`src/rtl/vga_timing_pkg.sv`:
```
// ---------------------------------------------------------------------------
// vga_timing_pkg
// Shared VGA timing definitions for the sync generator and the renderers.
//   - Default 640x480@60 Hz horizontal/vertical timing constants.
//   - Derived H_TOTAL / V_TOTAL.
//   - coord_t: 10-bit unsigned pixel/line coordinate.
//   - in_window(): inclusive unsigned range test used for sync decode.
// Renderers use H_DISPLAY / V_DISPLAY for their region bounds.
// ---------------------------------------------------------------------------
package vga_timing_pkg;

    localparam int COORD_W = 10;
    typedef logic [COORD_W-1:0] coord_t;

    localparam int H_DISPLAY = 640;
    localparam int H_FRONT   = 16;
    localparam int H_SYNC    = 96;
    localparam int H_BACK    = 48;
    localparam int H_TOTAL   = H_DISPLAY + H_FRONT + H_SYNC + H_BACK;

    localparam int V_DISPLAY = 480;
    localparam int V_FRONT   = 10;
    localparam int V_SYNC    = 2;
    localparam int V_BACK    = 33;
    localparam int V_TOTAL   = V_DISPLAY + V_FRONT + V_SYNC + V_BACK;

    // True when lo <= v <= hi, unsigned on the coordinate width.
    function automatic logic in_window(input coord_t v, input coord_t lo, input coord_t hi);
        return (v >= lo) && (v <= hi);
    endfunction

endpackage

```
`src/rtl/pixel_tick_div.sv`:
```
// ---------------------------------------------------------------------------
// pixel_tick_div
// Divides the system clock down to a one-clock pixel tick.
// Parameters:
//   CLK_DIV   system clocks per pixel (>= 2)
// Ports:
//   clk        system clock
//   rst_n      asynchronous active-low reset
//   tick_next  combinational: the next clk edge is a pixel tick edge
//   p_tick     registered one-clk pulse, high in the clk after that edge
// The divider counts 0..CLK_DIV-1; p_tick is set on the edge that leaves
// CLK_DIV-1, so the first pulse appears CLK_DIV clks after reset release.
// ---------------------------------------------------------------------------
module pixel_tick_div #(
    parameter int CLK_DIV = 4
) (
    input  logic clk,
    input  logic rst_n,
    output logic tick_next,
    output logic p_tick
);

    localparam int DIV_W = (CLK_DIV > 1) ? $clog2(CLK_DIV) : 1;
    localparam logic [DIV_W-1:0] DIV_MAX = DIV_W'(CLK_DIV - 1);

    generate
        if (CLK_DIV < 2) begin : g_bad_div
            $error("pixel_tick_div: CLK_DIV must be >= 2");
        end
    endgenerate

    logic [DIV_W-1:0] div_reg;
    logic             p_tick_reg;

    assign tick_next = (div_reg == DIV_MAX);
    assign p_tick    = p_tick_reg;

    always_ff @(posedge clk or negedge rst_n) begin
        if (!rst_n) begin
            div_reg    <= '0;
            p_tick_reg <= 1'b0;
        end else begin
            // Explicit wrap so non-power-of-two dividers work.
            div_reg    <= tick_next ? '0 : div_reg + DIV_W'(1);
            p_tick_reg <= tick_next;
        end
    end

endmodule

```
`src/rtl/vga_sync_gen.sv`:
```
// ---------------------------------------------------------------------------
// vga_sync_gen
// VGA timing generator (default 640x480@60 Hz from a 100 MHz clock).
// Ports:
//   clk         system clock
//   rst_n       asynchronous active-low reset
//   p_tick      one-clk pulse per pixel period
//   x           horizontal count 0..H_TOTAL-1
//   y           vertical count 0..V_TOTAL-1
//   hsync       horizontal sync, active low
//   vsync       vertical sync, active low
//   video_on    high while x < H_DISPLAY and y < V_DISPLAY
//   frame_tick  (only with VGA_SYNC_FRAME_TICK_EN defined) one-clk pulse
//               coincident with the p_tick on which (x,y) wraps to (0,0)
// Optional feature macro: VGA_SYNC_FRAME_TICK_EN. Without it the frame_tick
// port does not exist and consumers detect y == V_DISPLAY themselves.
// Sync and video_on are registered from the next-state x/y so they change
// on exactly the same edge as the coordinates.
// ---------------------------------------------------------------------------
module vga_sync_gen
    import vga_timing_pkg::*;
#(
    parameter int CLK_DIV   = 4,
    parameter int H_DISPLAY = vga_timing_pkg::H_DISPLAY,
    parameter int H_FRONT   = vga_timing_pkg::H_FRONT,
    parameter int H_SYNC    = vga_timing_pkg::H_SYNC,
    parameter int H_BACK    = vga_timing_pkg::H_BACK,
    parameter int V_DISPLAY = vga_timing_pkg::V_DISPLAY,
    parameter int V_FRONT   = vga_timing_pkg::V_FRONT,
    parameter int V_SYNC    = vga_timing_pkg::V_SYNC,
    parameter int V_BACK    = vga_timing_pkg::V_BACK
) (
    input  logic       clk,
    input  logic       rst_n,
    output logic       p_tick,
    output logic [9:0] x,
    output logic [9:0] y,
    output logic       hsync,
    output logic       vsync,
    output logic       video_on
`ifdef VGA_SYNC_FRAME_TICK_EN
    ,
    output logic       frame_tick
`endif
);

    localparam int H_TOT = H_DISPLAY + H_FRONT + H_SYNC + H_BACK;
    localparam int V_TOT = V_DISPLAY + V_FRONT + V_SYNC + V_BACK;

    localparam coord_t H_LAST    = coord_t'(H_TOT - 1);
    localparam coord_t V_LAST    = coord_t'(V_TOT - 1);
    localparam coord_t H_VIS     = coord_t'(H_DISPLAY);
    localparam coord_t V_VIS     = coord_t'(V_DISPLAY);
    localparam coord_t H_SYNC_LO = coord_t'(H_DISPLAY + H_FRONT);
    localparam coord_t H_SYNC_HI = coord_t'(H_DISPLAY + H_FRONT + H_SYNC - 1);
    localparam coord_t V_SYNC_LO = coord_t'(V_DISPLAY + V_FRONT);
    localparam coord_t V_SYNC_HI = coord_t'(V_DISPLAY + V_FRONT + V_SYNC - 1);

    generate
        if (H_TOT > 1024) begin : g_bad_h
            $error("vga_sync_gen: H_TOTAL exceeds 1024");
        end
        if (V_TOT > 1024) begin : g_bad_v
            $error("vga_sync_gen: V_TOTAL exceeds 1024");
        end
    endgenerate

    // -----------------------------------------------------------------
    // Pixel tick
    // -----------------------------------------------------------------
    logic tick_next;

    pixel_tick_div #(
        .CLK_DIV (CLK_DIV)
    ) u_div (
        .clk       (clk),
        .rst_n     (rst_n),
        .tick_next (tick_next),
        .p_tick    (p_tick)
    );

    // -----------------------------------------------------------------
    // Position counters
    // -----------------------------------------------------------------
    coord_t x_reg, x_next;
    coord_t y_reg, y_next;
    logic   hsync_reg, vsync_reg, video_on_reg;

    always_comb begin
        x_next = x_reg;
        y_next = y_reg;
        if (tick_next) begin
            if (x_reg == H_LAST) begin
                x_next = '0;
                y_next = (y_reg == V_LAST) ? '0 : y_reg + coord_t'(1);
            end else begin
                x_next = x_reg + coord_t'(1);
            end
        end
    end

    always_ff @(posedge clk or negedge rst_n) begin
        if (!rst_n) begin
            x_reg        <= '0;
            y_reg        <= '0;
            hsync_reg    <= 1'b1;
            vsync_reg    <= 1'b1;
            video_on_reg <= 1'b1;
        end else begin
            x_reg        <= x_next;
            y_reg        <= y_next;
            // Decoded from next-state position: zero skew against x/y.
            hsync_reg    <= ~in_window(x_next, H_SYNC_LO, H_SYNC_HI);
            vsync_reg    <= ~in_window(y_next, V_SYNC_LO, V_SYNC_HI);
            video_on_reg <= (x_next < H_VIS) && (y_next < V_VIS);
        end
    end

    assign x        = x_reg;
    assign y        = y_reg;
    assign hsync    = hsync_reg;
    assign vsync    = vsync_reg;
    assign video_on = video_on_reg;

    // -----------------------------------------------------------------
    // Frame pulse
    // -----------------------------------------------------------------
`ifdef VGA_SYNC_FRAME_TICK_EN
    logic frame_tick_reg;

    // Only a real wrap from the last position sets it, never reset release.
    always_ff @(posedge clk or negedge rst_n) begin
        if (!rst_n) begin
            frame_tick_reg <= 1'b0;
        end else begin
            frame_tick_reg <= tick_next && (x_reg == H_LAST) && (y_reg == V_LAST);
        end
    end

    assign frame_tick = frame_tick_reg;
`else
    // No frame pulse: downstream logic watches y reaching V_DISPLAY.
`endif

endmodule

```
`config.mk`:
```
export PLATFORM = sky130hd
export DESIGN_NAME = vga_sync_gen
export DESIGN_NICKNAME = d
export VERILOG_FILES = /design/src/rtl/vga_timing_pkg.sv /design/src/rtl/pixel_tick_div.sv /design/src/rtl/vga_sync_gen.sv
export SDC_FILE = /design/constraint.sdc
export NUM_CORES = 1
export LEC_CHECK = 0
export ABC_AREA = 1
export BUFFER_PORTS_ARGS = -buffer_cell sky130_fd_sc_hd__clkbuf_2
export CORE_UTILIZATION = 28
export DETAILED_ROUTE_END_ITERATION = 6
export GPL_ROUTABILITY_DRIVEN = 0
export PLACE_DENSITY = 0.47
export SYNTH_ARGS = -nofsm -noshare
export SYNTH_HDL_FRONTEND = slang
export SYNTH_HIERARCHICAL = 1
export SYNTH_SLANG_ARGS = --single-unit
export TNS_END_PERCENT = 1
```
`constraint.sdc`:
```
create_clock -name clk -period 1.6 [get_ports clk]
set_input_delay 0.16 -clock clk [delete_from_list [all_inputs] [get_ports clk]]
set_output_delay 0.16 -clock clk [all_outputs]
set_load 0.1 [all_outputs]
```
==> results.tsv <==
metric	value	unit
area of the multi-input gates	783	um^2
Final TNS setup	-0.252	ns
WP buf/inv	3	
initial detailed-routing violation count	56	
vias in the first global route	1299	
most used cell, CP	nand2_1	
Finished Layout Cells	332	
met2 routed WL	1.74	mm
setup ws final	-0.0913	ns
CTS root buffer	clkbuf_8	
Post-synth EDFFs	0	
die width	75.4	um
commonest cells in the netlist	nand2_1 (42), inv_1 (38), nor2_1 (29), dfrtp_1 (23), nand3_1 (15)	
Rel. slew slack	0.552	
Synth async-reset ratio	1.00	
grt total ovfl	0	
combinational share of power	0.016	
RSZ-0062 raised after global routing	true	
hold_ws	0.433	ns
post-route antenna net violation count	0	
Worst-Margin Slew	0.672	ns
Max H-tree Level	1	
post-synthesis sequential area ratio	0.433	
clock sinks	26	
number of distinct library cells after synthesis	26	
Core Rows	26	
Post-DP Area	2020	um^2
Layout Area Growth over Synthesis	44.2	%
Max IR drop VDD	0.319	mV
ant diodes	0	
Leak	1.12	nW
CTS tree	yes	
delay-heaviest family, CP	simple AND/OR/NAND/NOR gates	
max cap viols	0	
pins over their slew limit	0	
Critical Path AT	1.92	ns
Hold Crit Class	flop to flop	
filler cell count	579	
WL/cell	11.5	um
Die Y	75.4	um
Detailed Place HPWL	2.84	mm
CP max-delay cell	dfrtp_1	
critical path required time	1.83	ns
failing checks	setup timing	
Initial Utilization	0.294	
clock network fraction of total power	0.399	
Routed met3 length	109	um
top sig layer	met4	
I/O Pins	26	
post-synthesis net count	203	
initial antenna violation count	0	
Clock Path Buffers	2	
fin crit share	1.06	
largest net degree at the start of global routing	27	
Flop pwr share	0.586	
Design Power	1.12	mW
critical path launch point type	flop	
Post-route DRC	0	
Yosys top cell by area	dfrtp_1	
synth top area cells	dfrtp_1 (38%), nand2_1 (10%), inv_1 (9.4%)	
Clock transition at path regs	0.10	ns
Crit Path Max Fanout	11	
Yosys reg bits	26	
Post-synth top flop	dfrtp_1	
final setup fails	3	
ratio of cells with drive above 1 in the final layout	0.466	
placed cells	324	
status	finished, violations left	
# port buffers	25	
Critical Path Max Stage Delay	0.39	ns
top-count cell post-synth	nand2_1	
Synth warnings	6	
Syn Inst Count	197	
P_int	0.881	mW
Post-Route WL	3.81	mm
fin area	2180	um^2
final hold vios	0	
f_max	0.591	GHz
Crit Path Category	flop to flop	
Netlist Area Pre-Place	1510	um^2
Final #Nets	269	
top-area cell type share of the netlist area	0.381	
P_sw	0.239	mW
switching share of power	0.214	
CTS Buf Count	3	
CP Capture Type	flop	
P per Cell Area	515	nW/um^2
Vias/cell	4.22	
skew final	0.00286	ns
wl on met1	1.92	mm
Placeable Area	5140	um^2
drt pass-1 iters	4	
register area	693	um^2
clock latency on the worst-skew pair	0.28	ns
Synth Area per Inst	7.67	um^2
Min Clock Period, post-route	1.69	ns
first-pass GRT wire length	6.16	mm
die area	5690	um^2
Cell Chain, Critical Path	ha_2, buf_4, buf_4, nand2_1, inv_1, a31oi_1, a21oi_2, or2_0, nand2_1, nand2_1, nand2_1	
vias	1401	
total track usage	0.146	
-- logic make-up after synthesis --
kind of cell / count (synthesis) / share of synthesized area
buffers and inverters: 42 / 0.116
AOI/OAI and AO/OA: 10 / 0.0373
and+or+nand+nor: 111 / 0.357
DFF: 26 / 0.433
adders and majority gates: 4 / 0.0331
xor gates and xnor gates: 4 / 0.0232
-- cell type report --
cell class | instances | share of cell area
Tap cell | 70 | 0.0402
Multi-Input combinational cell | 130 | 0.360
Timing Repair Buffer | 62 | 0.186
Sequential cell | 26 | 0.318
Clock buffer | 4 | 0.0253
Inverter | 40 | 0.0701
-- metrics by stage --
stage                     setup slack (ns)  utilization
final                              -0.0913        0.424
after detailed placement            -0.214        0.393
after global placement              -0.204        0.393
after floorplan                     -0.205            -
after global routing                -0.235        0.424
after CTS                          -0.0904        0.417
-- layout by cell type, fill, tap and decap left out, types with 2 or more instances in the layout --
cell	instances
nor2_4	3
dfrtp_4	6
nor2_8	2
xor2_1	3
dfstp_2	3
dfrtp_2	13
inv_2	2
nand3_2	7
dfrtp_1	4
clkbuf_2	25
inv_1	37
nand3_1	12
nor2_1	23
nand2_1	39
buf_4	36
ha_1	2
nand4_1	5
o21ai_0	4
a31oi_1	2
nor3_1	3
nor2_2	8
clkbuf_8	4
nand2_2	4
-- power groups by stage --
stage	clock network [mW]	logic (mW)	registers, mW
after floorplan	0	0.000000499	0.670
after global placement	0	0.0170	0.670
after detailed placement	0	0.0175	0.670
after CTS	0.465	0.0191	0.657
after global routing	0.483	0.0209	0.657
final	0.447	0.0174	0.657
-- worst paths after layout --
path / cells after the start / startpoint / slack [ns] / end
min reg2reg: 1 / u_div/div_reg[0]$_DFF_PN0_ / 0.43 / u_div/div_reg[0]$_DFF_PN0_
min in group asynchronous: 2 / rst_n / 0.44 / x[9]$_DFF_PN0_
max reg2reg: 11 / u_div/div_reg[0]$_DFF_PN0_ / -0.09 / hsync$_DFF_PN1_
max in group asynchronous: 3 / rst_n / 0.59 / hsync$_DFF_PN1_
max: 11 / u_div/div_reg[0]$_DFF_PN0_ / -0.09 / hsync$_DFF_PN1_
min: 1 / u_div/div_reg[0]$_DFF_PN0_ / 0.43 / u_div/div_reg[0]$_DFF_PN0_
-- metal layers --
| metal | up-vias | GRT usage |
|---|---|---|
| met4 | 0 | 0.0432 |
| li1 | 737 | - |
| met5 | - | 0 |
| met1 | 633 | 0.214 |
| met3 | 4 | 0.0198 |
| met2 | 27 | 0.224 |
-- what timing repair did --
action,CTS,global route
hold buffers,1,0
gates resized for setup,10,8
endpoints found under the hold margin,23,0
endpoints found under the setup margin,5,13
setup buffers,1,1
cloned,1,0
pin swaps,3,2
(Power assumes the default switching activity.)
